$ cat config.mk
export PLATFORM = sky130hd
export DESIGN_NAME = day_counter
export DESIGN_NICKNAME = d
export VERILOG_FILES = /design/src/rtl/day_counter.sv
export SDC_FILE = /design/constraint.sdc
export NUM_CORES = 1
export LEC_CHECK = 0
export BUFFER_PORTS_ARGS = -buffer_cell sky130_fd_sc_hd__buf_4
export CAP_MARGIN = 10
export CORE_UTILIZATION = 45
export CTS_BUF_LIST = sky130_fd_sc_hd__clkbuf_2
export DETAILED_ROUTE_END_ITERATION = 10
export GPL_TIMING_DRIVEN = 0
export PLACE_DENSITY = 0.72
export SLEW_MARGIN = 40
export SYNTH_ARGS = -nofsm -noshare
export SYNTH_HDL_FRONTEND = slang
export SYNTH_SLANG_ARGS = --single-unit
export TNS_END_PERCENT = 5
$ cat constraint.sdc
create_clock -name clk -period 3.75 [get_ports clk]
set_clock_uncertainty 0.15 [all_clocks]
set_input_delay 0.75 -clock clk [delete_from_list [all_inputs] [get_ports clk]]
set_output_delay 0.75 -clock clk [all_outputs]
set_load 0.01 [all_outputs]
$ cat src/rtl/day_counter.sv
// rtl/day_counter.sv - day-of-year BCD counter stepped by debounced, auto-repeating up/down buttons
//
// Ports:
//   clk       system clock, all state changes on the rising edge
//   reset     asynchronous active-high reset (count returns to 01)
//   btn_up    raw up pushbutton, active-high, asynchronous to clk
//   btn_down  raw down pushbutton, active-high, asynchronous to clk
//   counter10 BCD tens digit of the day-of-year (0..9)
//   counter1  BCD units digit of the day-of-year (0..9)
//   wrap      one-cycle pulse, coincident with the new count, on 99->01 or 01->99

module day_counter #(
    parameter int DEBOUNCE_CYCLES = 500000,
    parameter int REPEAT_DELAY    = 25000000,
    parameter int REPEAT_RATE     = 5000000,
    parameter int CNT_W           = 25
) (
    input  logic       clk,
    input  logic       reset,
    input  logic       btn_up,
    input  logic       btn_down,
    output logic [3:0] counter10,
    output logic [3:0] counter1,
    output logic       wrap
);

    localparam logic [CNT_W-1:0] DB_LAST    = CNT_W'(DEBOUNCE_CYCLES - 1);
    localparam logic [CNT_W-1:0] DELAY_LAST = CNT_W'(REPEAT_DELAY - 1);
    localparam logic [CNT_W-1:0] RATE_LAST  = CNT_W'(REPEAT_RATE - 1);
    localparam logic [CNT_W-1:0] CNT_ONE    = CNT_W'(1);

    // Button index 0 is up, 1 is down; dir uses the same encoding.
    localparam logic DIR_UP   = 1'b0;
    localparam logic DIR_DOWN = 1'b1;

    typedef enum logic [1:0] {
        IDLE   = 2'd0,
        DELAY  = 2'd1,
        REPEAT = 2'd2,
        LOCK   = 2'd3
    } state_t;

    // ------------------------------------------------------------------
    // Input path: 2-flop synchroniser and debounce, one lane per button
    // ------------------------------------------------------------------
    logic [1:0]            btn_raw;
    logic [1:0]            sync1_q, sync1_d;
    logic [1:0]            sync2_q, sync2_d;
    logic [1:0]            deb_q, deb_d;
    logic [1:0][CNT_W-1:0] db_cnt_q, db_cnt_d;

    assign btn_raw = {btn_down, btn_up};

    always_comb begin
        sync1_d  = btn_raw;
        sync2_d  = sync1_q;
        deb_d    = deb_q;
        db_cnt_d = '0;
        for (int i = 0; i < 2; i++) begin
            // Any cycle where the synchronised level agrees with the
            // debounced level restarts the count, so short glitches vanish.
            if (sync2_q[i] != deb_q[i]) begin
                if (db_cnt_q[i] == DB_LAST) begin
                    deb_d[i]    = sync2_q[i];
                    db_cnt_d[i] = '0;
                end else begin
                    db_cnt_d[i] = db_cnt_q[i] + CNT_ONE;
                end
            end
        end
    end

    always_ff @(posedge clk or posedge reset) begin
        if (reset) begin
            sync1_q  <= '0;
            sync2_q  <= '0;
            deb_q    <= '0;
            db_cnt_q <= '0;
        end else begin
            sync1_q  <= sync1_d;
            sync2_q  <= sync2_d;
            deb_q    <= deb_d;
            db_cnt_q <= db_cnt_d;
        end
    end

    // ------------------------------------------------------------------
    // Step FSM: first step on press, auto-repeat while held, lock-out
    // while both buttons are down
    // ------------------------------------------------------------------
    state_t           state_q, state_d;
    logic             dir_q, dir_d;
    logic [CNT_W-1:0] timer_q, timer_d;
    logic             step;
    logic             step_dir;
    logic             both_held;
    logic             any_held;
    logic             active_held;

    assign both_held   = deb_q[0] & deb_q[1];
    assign any_held    = deb_q[0] | deb_q[1];
    assign active_held = deb_q[dir_q];

    always_comb begin
        state_d  = state_q;
        dir_d    = dir_q;
        timer_d  = timer_q;
        step     = 1'b0;
        step_dir = dir_q;
        case (state_q)
            IDLE: begin
                timer_d = '0;
                // IDLE is only entered with no button held (or with the
                // other button just rising), so a held level here is a rise.
                if (both_held) begin
                    state_d = LOCK;
                end else if (deb_q[0]) begin
                    step     = 1'b1;
                    step_dir = DIR_UP;
                    dir_d    = DIR_UP;
                    state_d  = DELAY;
                end else if (deb_q[1]) begin
                    step     = 1'b1;
                    step_dir = DIR_DOWN;
                    dir_d    = DIR_DOWN;
                    state_d  = DELAY;
                end
            end
            DELAY, REPEAT: begin
                // Order matters: lock-out, then release, then expiry, so a
                // release coinciding with expiry produces no step.
                if (both_held) begin
                    state_d = LOCK;
                    timer_d = '0;
                end else if (!active_held) begin
                    state_d = IDLE;
                    timer_d = '0;
                end else if ((state_q == DELAY  && timer_q == DELAY_LAST) ||
                             (state_q == REPEAT && timer_q == RATE_LAST)) begin
                    step    = 1'b1;
                    timer_d = '0;
                    state_d = REPEAT;
                end else begin
                    timer_d = timer_q + CNT_ONE;
                end
            end
            LOCK: begin
                timer_d = '0;
                if (!any_held) begin
                    state_d = IDLE;
                end
            end
            default: begin
                state_d = IDLE;
                timer_d = '0;
            end
        endcase
    end

    always_ff @(posedge clk or posedge reset) begin
        if (reset) begin
            state_q <= IDLE;
            dir_q   <= DIR_UP;
            timer_q <= '0;
        end else begin
            state_q <= state_d;
            dir_q   <= dir_d;
            timer_q <= timer_d;
        end
    end

    // ------------------------------------------------------------------
    // BCD step arithmetic over 01..99; 00 is skipped by wrapping
    // ------------------------------------------------------------------
    logic [3:0] tens_q, tens_d;
    logic [3:0] units_q, units_d;
    logic       wrap_q, wrap_d;

    always_comb begin
        tens_d  = tens_q;
        units_d = units_q;
        wrap_d  = 1'b0;
        if (step) begin
            if (step_dir == DIR_UP) begin
                if (tens_q == 4'd9 && units_q == 4'd9) begin
                    tens_d  = 4'd0;
                    units_d = 4'd1;
                    wrap_d  = 1'b1;
                end else if (units_q == 4'd9) begin
                    units_d = 4'd0;
                    tens_d  = tens_q + 4'd1;
                end else begin
                    units_d = units_q + 4'd1;
                end
            end else begin
                if (tens_q == 4'd0 && units_q == 4'd1) begin
                    tens_d  = 4'd9;
                    units_d = 4'd9;
                    wrap_d  = 1'b1;
                end else if (units_q == 4'd0) begin
                    units_d = 4'd9;
                    tens_d  = tens_q - 4'd1;
                end else begin
                    units_d = units_q - 4'd1;
                end
            end
        end
    end

    always_ff @(posedge clk or posedge reset) begin
        if (reset) begin
            tens_q  <= 4'd0;
            units_q <= 4'd1;
            wrap_q  <= 1'b0;
        end else begin
            tens_q  <= tens_d;
            units_q <= units_d;
            wrap_q  <= wrap_d;
        end
    end

    assign counter10 = tens_q;
    assign counter1  = units_q;
    assign wrap      = wrap_q;

endmodule

# After elaboration in Yosys (flattened, before gate mapping)
# Cells that the tools add are included.
[op_classes]
n_addsub = 7
multipliers = 0
n_div = 0
n_lt_le_gt_ge = 1
eq_ne = 16
shift = 0
n_mux = 43
bitwise = 2
n_reduce_logical = 15
[ops]
columns = ["operator", "count"]
rows = [
  ["two-way mux 25 bit", 7],
  ["adder 25 x 1 -> 25 bit (second input constant)", 3],
  ["equality test 25 x 19 -> 1 bit (second input constant)", 2],
  ["one-hot mux 25 bit (2 select lines)", 1],
  ["two-way mux 4 bit", 10],
  ["equality test 25 x 23 -> 1 bit (second input constant)", 1],
  ["equality test 25 bit (second input constant)", 1],
  ["two-way mux 1 bit", 16],
  ["two-way mux 2 bit", 7],
  ["adder 4 x 1 -> 4 bit (second input constant)", 2],
  ["equality test 4 bit (second input constant)", 2],
  ["zero test 4 bit", 2],
  ["inequality test 4 bit (second input constant)", 2],
  ["subtractor 4 x 1 -> 4 bit (second input constant)", 2],
  ["one-hot mux 2 bit (3 select lines)", 1],
  ["AND reduction 3 bit", 2],
  ["equality test 2 bit (second input constant)", 2],
  ["equality test 4 x 1 -> 1 bit (second input constant)", 1],
  ["logical AND 1 bit", 4],
  ["AND reduction 2 bit", 2],
  ["OR reduction 2 bit", 2],
  ["inequality test 3 x 1 -> 1 bit (second input constant)", 1],
  ["nonzero test 3 bit", 1],
  ["equality test 2 x 1 -> 1 bit (second input constant)", 1],
  ["8 further kinds", 9],
]
[totals]
register_bits = 93
latchBits = 0
ramBits = 0
rom_bits = 0
in_bits = 4
out_inout_bits = 9
n_memories = 0

# Longest topological paths before layout
# Gate-level depths: netlist of run 1.
[logic_depth]
depth_word = 8
mapped_depth = 9
mapped_depth_nobuf = 9

# Worst setup path before layout of run 1
# No wires, ideal clock.
[synth_path]
path_kind = "flip-flop to flip-flop"
start = "register timer_q[7]"
end = "register tens_q[3], in the netlist counter10[3]"
setup_ps = 129
t_arrival_ps = 2069
required_ps = 3471
setup_slack_ps = 1401
path_stages_with_launch = 7
n_path_buf = 1
synth_period_minus_slack_ps = 2349
path_cell_list = "dfrtp_1 > or4b_1 > or3_4 > o32a_4 > buf_6 > o31ai_1 > o21ai_1"
[synth_via]
elab_chain_cells = 8
[synth_rtl]
columns = ["item", "line", "text"]
rows = [
  ["start, declared", "93", "logic [CNT_W-1:0] timer_q, timer_d;"],
  ["start signal, assigned", "168", "timer_q <= timer_d;"],
  ["equality test 25 bit or equality test 25 x 23 -> 1 bit (tied branches)", "138, 139", ""],
  ["logical AND 1 bit (on tied branches)", "138, 139", ""],
  ["logical OR 1 bit *", "138", "end else if ((state_q == DELAY && timer_q == DELAY_LAST) ||"],
  ["two-way mux 1 bit *", "138", ""],
  ["two-way mux 1 bit *", "135", "end else if (!active_held) begin"],
  ["two-way mux 1 bit *", "132", "if (both_held) begin"],
  ["one-hot mux 1 bit (2 select lines) *", "110", "case (state_q)"],
  ["AND reduction 3 bit (no source line) *", "--", ""],
  ["end signal, assigned", "216", "tens_q <= tens_d;"],
  ["end, declared", "175", "logic [3:0] tens_q, tens_d;"],
]
# Mark *: on every way between the ends. The rest lies on a longest branch, timed or not.
# A chain may end at the register's enable or synchronous reset.

# Worst setup path in the final report of run 1
[layout_path]
start = "register timer_q[1]"
end = "register tens_q[3], in the netlist counter10[3]"
# Same word-level chain as after synthesis.

==> results of run 1 <==
[cell type report]
class / instances / area (um^2)
Fill cell: 984 / 5130
Multi-Input combinational cell: 386 / 2370
Sequential cell: 93 / 2330
Tap cell: 136 / 170
Timing Repair Buffer: 14 / 128
Inverter: 18 / 72.6
Clock inverter: 7 / 66.3
Buffer: 11 / 48.8
Clock buffer: 9 / 45.0
Antenna cell: 1 / 2.50
[routing by layer]
| layer | share of wire | vias up |
|---|---|---|
| met3 | 0.024 | 13 |
| met1 | 0.47 | 1783 |
| met4 | 0.020 | 0 |
| met2 | 0.48 | 59 |
| li1 | - | 1793 |
| met5 | 0 | - |
[critical path, stage by stage, from the launching register on]
cell and delay [ps]:
dfrtp_1 480, ha_1 240, nand3_1 250, or3_4 480, o32a_4 420, buf_6 150
o31ai_1 220, o21ai_1 90
[stage by stage]
stage	cells	setup TNS [ps]	hold WS, ps
after floorplan	508	0	181
after global placement	656	-56190	188
after detailed placement	657	0	192
after CTS	674	0	44.6
after global routing	675	0	54.8
final	675	0	87.5
[cells in the final DEF (no fill, tap or decap), types with 6 or more instances in the layout]
cell	instances
nand3_1	38
clkbuf_1	10
xor2_1	47
a21oi_1	10
nand2_1	39
nand4_1	20
o21ai_1	6
o21ai_0	12
ha_1	16
or3_1	7
xnor2_1	19
buf_4	12
nor3_1	9
inv_1	16
dfrtp_1	92
and3_1	14
nor2_1	96
clkbuf_2	9
[cell usage after synthesis (all sizes together), types with 2 or more instances]
cell	count	area [um^2]
nor3	9	45.0
o31ai	2	20.0
a211oi	2	15.0
and4	2	18.8
a21oi	10	50.1
xnor2	19	166
nand4b	4	35.0
mux2	2	22.5
ha	16	200
dfrtp	92	2300
a31oi	3	18.8
nor2	96	360
nand2	39	146
and3	14	87.6
or3	8	55.1
nor4bb	2	20.0
mux2i	2	20.0
or2	2	15.0
nand3b	2	15.0
clkbuf	10	37.5
o22a	2	17.5
nand3	38	190
nand4	20	125
xor2	47	412
nor4b	4	35.0
inv	18	67.6
o21ai	19	98.9
nor2b	4	25.0
or4	2	15.0
nor4	5	37.5
[kinds of logic after synthesis]
family,share of synthesized area
flops,0.483
buf+inv,0.0241
xor+xnor,0.120
mux,0.00883
fa+ha+maj,0.0415
compound gates,0.0610
simple gates,0.261
[worst paths after layout]
kind | cells past startpoint | to
max | 7 | counter10[3]$_DFFE_PP0P_
min | 1 | sync1_q[0]$_DFF_PP0_
max reg2reg | 7 | counter10[3]$_DFFE_PP0P_
min reg2reg | 0 | sync2_q[1]$_DFF_PP0_
max in group asynchronous | 4 | timer_q[23]$_DFF_PP0_
min in group asynchronous | 3 | db_cnt_q[1]$_DFF_PP0_
[flip-flops by register name, summed over array words and instances (netlist names)]
register / count
db_cnt_q: 50
counter10: 4
dir_q: 1
sync1_q: 2
deb_q: 2
timer_q: 25
sync2_q: 2
counter1: 4
state_q: 2
wrap: 1
[power groups by stage]
stage / clock [mW] / sequential (mW) / combinational, mW
after floorplan: 0 / 1.03 / 0.0318
after global placement: 0 / 1.04 / 0.0440
after detailed placement: 0 / 1.04 / 0.0491
after CTS: 0.513 / 1.02 / 0.0504
after global routing: 0.549 / 1.02 / 0.0557
final: 0.494 / 1.02 / 0.0477
[what timing repair did]
action | in CTS | in global routing
hold endpoints to repair | 44 | 0
hold buffers | 1 | 0
setup buffers | 0 | 0
==> impl_metrics.toml, run 1 <==
[global_route]
grt_pass1_vias = 3602
grt-busiest-layer = "met2"
met2_usage = 0.310
grt_usage = 0.181
gr-usage-met3 = 0.0235
grt_max_degree = 49
antenna_found_initial = 1
grt_pass1_wl_um = 16200
use_met1 = 0.224
grt_overflow = 0

[status]
status = "finished clean"

[hold_path]
hold_start = "btn_up"
hp-class = "in2reg"

[clock_network]
clockBufferDepth = 2
cts_resized = 0
clock_latency_ps = 590
clkTransAtPathRegs_ps = 290
root_buffer = "clkbuf_2"
cts_sinks = 93
htreeDepth = 3
cts_tree = "yes"
cts_made_buffers = 9

[logic_synthesis]
synth_seq_cells = 93
synth.yosys.seq_area_share = 0.483
synth_ff_type = "dfrtp_1"
yosys_warnings = 0
synthArstFlopShare = 1.00
synth_edf_count = 0
syn_area_per_cell_um2 = 9.48
synthCells = 508
synth.distinct_cells = 51
netlist_area_mm2 = 0.00482
syn-num-nets = 528

[detailed_routing]
ant_nets = 0
drtIter0Drc = 181
wl_um = 9290
post_drt_wl_per_cell_um = 13.8
vias_per_cell = 5.40
vias = 3648
route.detailed.drc = 0
drt-pass1-iter-count = 4

[setup_path]
startpoint_type = "flip-flop"
path_max_fanout = 10
end_kind = "flip-flop"
crit_type = "reg2reg"
worstPathRequired_ps = 4090
r2r_slack_ps = 1180
r2r-start = "timer_q[1]$_DFF_PP0_"
crit_path_start = "timer_q[1]$_DFF_PP0_"
cp.arrival_ps = 2900

[die]
io_pins = 13
dieArea_mm2 = 0.0111
rows = 37
start_util = 0.465
fp.coreArea_mm2 = 0.0104
die_w_um = 105
die_h_um = 105

[placement]
detailed_place.area_mm2 = 0.00511
io_buffers = 12
pre_cts_slack_ps = 1230
gp_congestion = 0.805
dp_hpwl_um = 6510

[pwr]
clkPwrFrac = 0.316
power_switching_mw = 0.430
irDropWorstVdd_v = 0.000131
power_density_mw_per_mm2 = 298
comb_power_share = 0.031
p_sw_frac = 0.275
intPower_mw = 1.13
p_total_mw = 1.56
seqPwrFrac = 0.653
leakage_nw = 2.25

[final_layout]
syn_to_final_growth_pct = 8.65
design_area_mm2 = 0.00524
drive_above_1_share = 0.0781
final_util = 0.505
final_nets = 553

[sta]
fin_ws_ps = 1180
setup_viol = 0
final_hold_viol_count = 0
drv_slew = 0
fmax_mhz = 390
rsz0062_at_grt = "no"
worstMarginPinSlew_ps = 705
slew_headroom = 0.526
fin_crit_sh = 0.684
min_period_ps = 2570

[job]
drv_cap = 0
No activity file was read; power rests on OpenSTA's default activity.
==> run 2, diff against run 1 <==
--- a/config.mk
+++ b/config.mk
@@ -5,6 +5,7 @@
 export SDC_FILE = /design/constraint.sdc
 export NUM_CORES = 1
 export LEC_CHECK = 0
+export ABC_AREA = 1
 export BUFFER_PORTS_ARGS = -buffer_cell sky130_fd_sc_hd__buf_4
 export CAP_MARGIN = 10
 export CORE_UTILIZATION = 45
==> constraint.sdc (replaced) <==
create_clock -name clk -period 2.6 [get_ports clk]
set_clock_uncertainty 0.15 [all_clocks]
set_input_delay 0.52 -clock clk [delete_from_list [all_inputs] [get_ports clk]]
set_output_delay 0.52 -clock clk [all_outputs]
set_load 0.01 [all_outputs]
==> impl_metrics.toml, run 2 <==
[final_layout]
syn_to_final_growth_pct = 9.37
antenna_cells = 0
regMostFlops = "db_cnt_q"
layout_commonest_cell = "nand2_1"
drive_above_1_share = 0.128
reg.largest.list = "db_cnt_q: 50 flops, timer_q: 25 flops"
final-instance-count-excl-fill = 952
largest_register_ffs = 50
mostFrequentLayoutCells = "nand2_1 (161), nor2_1 (153), dfrtp_1 (92)"
design_area_mm2 = 0.00616
final_util = 0.509
final_nets = 799

[setup_path]
critical_path.top_delay_family = "flip-flops"
r2r_end = "counter10[1]$_DFFE_PP0P_"
end_kind = "output pin"
path_max_fanout = 9
cp.arrival_ps = 1420
path_buf_inv = 1
crit_chain = "buf_4"
r2r-start = "deb_q[0]$_DFFE_PP0P_"
worstPathRequired_ps = 1930
max_stage_delay_ps = 690
r2r_slack_ps = 560
startpoint_type = "flip-flop"
cp_slowest_cell = "dfstp_2"
crit_type = "reg2out"
reg2reg_depth = 11

[logic_synthesis]
synth_top_family_by_area = "simple AND/OR/NAND/NOR gates"
syn-num-nets = 769
synth_top_area_share = 0.409
synthSimpleGateAreaFrac = 0.394
synth.distinct_cells = 44
yosys-top-cells-area = "dfrtp_1 (41%), nand2_1 (11%), nor2_1 (10%), inv_1 (4.9%), xor2_1 (4.8%)"
synthArstFlopShare = 1.00
synth_edf_count = 0
yosys_warnings = 0
synth.area.mux_share = 0
netlist_area_mm2 = 0.00563
synthCells = 749
synth_seq_cells = 93
synth_most_common_cell = "nand2_1"
synth_ff_type = "dfrtp_1"
synth_fa_ha_area_frac = 0.0355
synth.yosys.seq_area_share = 0.413
yosysTopAreaCell = "dfrtp_1"
synth_xor_area_frac = 0.0606
syn_area_per_cell_um2 = 7.52
yosys-top-cells-count = "nand2_1 (161), nor2_1 (153), dfrtp_1 (92)"
synth_compound_gate_area_share = 0.0351

[detailed_routing]
drtIter0Drc = 221
post_drt_wl_per_cell_um = 12.2
vias = 4695
route.detailed.drc = 0
ant_nets = 0
wl_um = 11700
drt-pass1-iter-count = 5
vias_per_cell = 4.93

[sta]
fin_ws_ps = 511
drv_slew = 0
rsz0062_at_grt = "no"
min_period_ps = 2090
final_hold_viol_count = 0
fmax_mhz = 479
setup_viol = 0
fin_hold_ws_ps = 199
fin_crit_sh = 0.804
slew_headroom = 0.642
final.setup.tns_ps = 0
worstMarginPinSlew_ps = 538

[pwr]
p_sw_frac = 0.246
leakage_nw = 2.65
p_total_mw = 2.27
irDropWorstVdd_v = 0.000318
clkPwrFrac = 0.317
comb_power_share = 0.037
intPower_mw = 1.71
power_density_mw_per_mm2 = 369
seqPwrFrac = 0.646
power_switching_mw = 0.559

[hold_path]
hp-class = "in2async"

[job]
drv_cap = 0

[clock_network]
cts_made_buffers = 9
clockBufferDepth = 2
htreeDepth = 3
root_buffer = "clkbuf_2"
clock_latency_ps = 590
cts_sinks = 93
cts_resized = 0
cts_tree = "yes"
clkTransAtPathRegs_ps = 240
cts_setup_buffers = 0

[die]
die_h_um = 114
dieArea_mm2 = 0.0130
start_util = 0.465
fp.coreArea_mm2 = 0.0121
die_w_um = 114
io_pins = 13
rows = 40

[status]
status = "finished clean"

[global_route]
grt_max_degree = 26
antenna_found_initial = 0
grt_usage = 0.198
grt_pass1_wl_um = 20300
grt_pass1_vias = 4407
grt_overflow = 0

[placement]
gp_congestion = 0.877
io_buffers = 12
pre_cts_slack_ps = 595
dp_hpwl_um = 8680
placed_cells = 933
detailed_place.area_mm2 = 0.00603
[run 2: cell types whose count changed after synthesis, sizes merged, moves of 5 or more]
cell / change
and3: -11
nand2: +137
xor2: -16
o21ai: -5
inv: +64
xnor2: -11
or3: -8
clkbuf: -8
nor3b: +8
nor2: +74
nor3: +35
[run 2: cell type report]
| type | instances | area, um^2 |
|---|---|---|
| tap | 168 | 210 |
| buffer | 6 | 32.5 |
| sequential | 93 | 2330 |
| clock inverter | 5 | 51.3 |
| fill | 1238 | 5950 |
| inverter | 83 | 315 |
| multi-input combinational | 567 | 2960 |
| timing repair buffer | 19 | 208 |
| clock buffer | 11 | 55.1 |
[run 2: how the worst max path moves through the flow]
| stage | from | to | slack [ps] | cells past startpoint |
|---|---|---|---|---|
| 2_1_floorplan | deb_q[0]$_DFFE_PP0P_ | counter10[0]$_DFFE_PP0P_ | 790 | 11 |
| 3_3_place_gp | reset | db_cnt_q[40]$_DFF_PP0_ | 150 | 2 |
| 3_5_place_dp | deb_q[0]$_DFFE_PP0P_ | counter10[1]$_DFFE_PP0P_ | 590 | 11 |
| 4_1_cts | counter1[0]$_DFFE_PP1P_ | counter1[0] | 450 | 1 |
| 5_1_grt | deb_q[0]$_DFFE_PP0P_ | counter10[2]$_DFFE_PP0P_ | 380 | 11 |
| 6_report | counter1[0]$_DFFE_PP1P_ | counter1[0] | 510 | 1 |
[run 2: repair_timing]
item                                   CTS  global route
hold buffers                             3             0
setup endpoints to repair                0             0
endpoints found under the hold margin   58             0
[run 2: layer usage]
metal	wire length [um]	part of all wire	global-route usage	vias to the layer above
li1	-	-	-	2457
met1	5770	0.50	0.272	2159
met2	5280	0.45	0.318	65
met3	421	0.036	0.0282	14
met4	177	0.015	0.0727	0
met5	0	0	0	-
[run 2: cell families after synthesis]
| logic type | count (synthesis) |
|---|---|
| xor+xnor | 39 |
| compound gates | 34 |
| fa+ha+maj | 16 |
| flops | 93 |
| buf+inv | 89 |
| simple gates | 478 |
[run 2: worst register-to-register path, stage by stage, from the launching register on]
cell and delay, ps:
dfrtp_1 500, ha_1 280, inv_1 80, nand2_2 50, o21bai_2 180, nand2_4 120, nand2_2 80, inv_1 90
nor2_4 180, nand3_2 130, nand2_1 80, nand2_1 50
[run 2: power by group through the flow]
stage	sequential, mW	clock, mW	combinational, mW
detailed placement	1.49	0	0.0846
finish	1.47	0.719	0.0843
floorplan	1.49	0	0.0466
global route	1.47	0.802	0.100
global placement	1.49	0	0.0670
CTS	1.47	0.744	0.0881
==> run 3, diff against run 2 <==
==> constraint.sdc (replaced) <==
create_clock -name clk -period 2 [get_ports clk]
set_clock_uncertainty 0.15 [all_clocks]
set_input_delay 0.4 -clock clk [delete_from_list [all_inputs] [get_ports clk]]
set_output_delay 0.4 -clock clk [all_outputs]
set_load 0.01 [all_outputs]
==> impl_metrics.toml, run 3 (synthesis gave the netlist of run 2 again) <==
[status]
status = "finished clean"

[final_layout]
final_nets = 817
drive_above_1_share = 0.163
reg.largest.list = "db_cnt_q: 50 flops, timer_q: 25 flops"
largest_register_ffs = 50
regMostFlops = "db_cnt_q"
design_area_mm2 = 0.00639
syn_to_final_growth_pct = 13.5
antenna_cells = 0
layout_commonest_cell = "nand2_1"
final-instance-count-excl-fill = 970
num-fill-cells = 1207
mostFrequentLayoutCells = "nand2_1 (161), nor2_1 (147), dfrtp_1 (90)"
final_util = 0.528

[pwr]
intPower_mw = 2.23
power_switching_mw = 0.729
power_density_mw_per_mm2 = 463
comb_power_share = 0.038
seqPwrFrac = 0.645
p_total_mw = 2.96
clkPwrFrac = 0.316
leakage_nw = 2.74
irDropWorstVdd_v = 0.000411
p_sw_frac = 0.247

[placement]
detailed_place.area_mm2 = 0.00603
placed_cells = 933
dp_hpwl_um = 8680
pre_cts_slack_ps = -5.24
gp_congestion = 0.877
io_buffers = 12

[die]
die_w_um = 114
rows = 40
dieArea_mm2 = 0.0130
fp.coreArea_mm2 = 0.0121
io_pins = 13
die_h_um = 114
start_util = 0.465

[sta]
setup_viol = 0
fmax_mhz = 517
rsz0062_at_grt = "yes"
fin_hold_ws_ps = 78.6
worstMarginPinSlew_ps = 520
final_hold_viol_count = 0
min_period_ps = 1940
slew_headroom = 0.654
drv_slew = 0
final.setup.tns_ps = 0
fin_crit_sh = 0.968
fin_ws_ps = 63.9

[detailed_routing]
vias = 4820
drtIter0Drc = 217
post_drt_wl_per_cell_um = 12.4
drt-pass1-iter-count = 5
vias_per_cell = 4.97
ant_nets = 0
wl_um = 12000
route.detailed.drc = 0

[global_route]
grt_max_degree = 26
grt_overflow = 0
grt_pass1_wl_um = 20300
met2_usage = 0.320
antenna_found_initial = 0
grt_usage = 0.198
grt_pass1_vias = 4416
gr-usage-met3 = 0.0282
grt-busiest-layer = "met2"
use_met1 = 0.272

[clock_network]
cts_sinks = 93
clock_latency_ps = 590
cts_made_buffers = 9
htreeDepth = 3
root_buffer = "clkbuf_2"
clockBufferDepth = 2
cts_tree = "yes"
clkTransAtPathRegs_ps = 240

[setup_path]
startpoint_type = "flip-flop"
cp.arrival_ps = 2300
path_max_fanout = 5
crit_type = "reg2reg"
end_kind = "flip-flop"
r2r_slack_ps = 60
worstPathRequired_ps = 2370

[job]
drv_cap = 0

[hold_path]
hp-class = "in2async"
run 3: cell types whose count changed in the layout (fill, tap and decap cells not counted), sizes merged:
cell	before	now
buf	20	38
run 3: worst max-delay path: stages, from the launching register on:
cell and delay [ps]:
dfstp_2 630, buf_4 130, inv_1 40, ha_1 220, nand2_1 100, nand2_1 90, nor2_2 170, nor2_4 80
buf_4 130, nand4_1 70, nand2_1 60
run 3: what timing repair did:
item                       in CTS  in global routing
setup endpoints to repair       5                 61
hold buffers                    3                  0
buffers inserted                2                 16
pin swaps                       1                  8
resized for setup               1                 24
hold endpoints to repair       70                  0
run 3: layout make-up:
cell class,count,area (um^2),area share
flip-flops and latches,93,2330,0.365
repair buffers,37,347,0.0542
clock inverters,5,51.3,0.00802
plain buffers,6,40.0,0.00626
well taps,168,210,0.0329
multi-input cells,567,3050,0.476
inverters,83,315,0.0493
clock buffers,11,55.1,0.00861
run 3: routing by layer:
metal	vias up	wire length [um]
met5	-	0
met4	0	175
met3	13	366
met2	58	5600
met1	2257	5900
li1	2492	-
run 3: power groups by stage:
stage	clock network (mW)	registers [mW]	logic, mW
after floorplan	0	1.94	0.0606
after global placement	0	1.94	0.0871
after detailed placement	0	1.94	0.110
after CTS	0.967	1.91	0.115
after global routing	1.04	1.91	0.134
final	0.936	1.91	0.113
run 3: worst paths after layout:
path                                          from                  endpoint  depth (start not counted)
min reg2reg                   sync1_q[0]$_DFF_PP0_      sync2_q[0]$_DFF_PP0_                          0
min in group clk              sync1_q[0]$_DFF_PP0_      sync2_q[0]$_DFF_PP0_                          0
max in group asynchronous                    reset    db_cnt_q[35]$_DFF_PP0_                          6
min                                          reset      timer_q[0]$_DFF_PP0_                          3
max reg2reg                counter1[0]$_DFFE_PP1P_  counter10[3]$_DFFE_PP0P_                         10
max                        counter1[0]$_DFFE_PP1P_  counter10[3]$_DFFE_PP0P_                         10
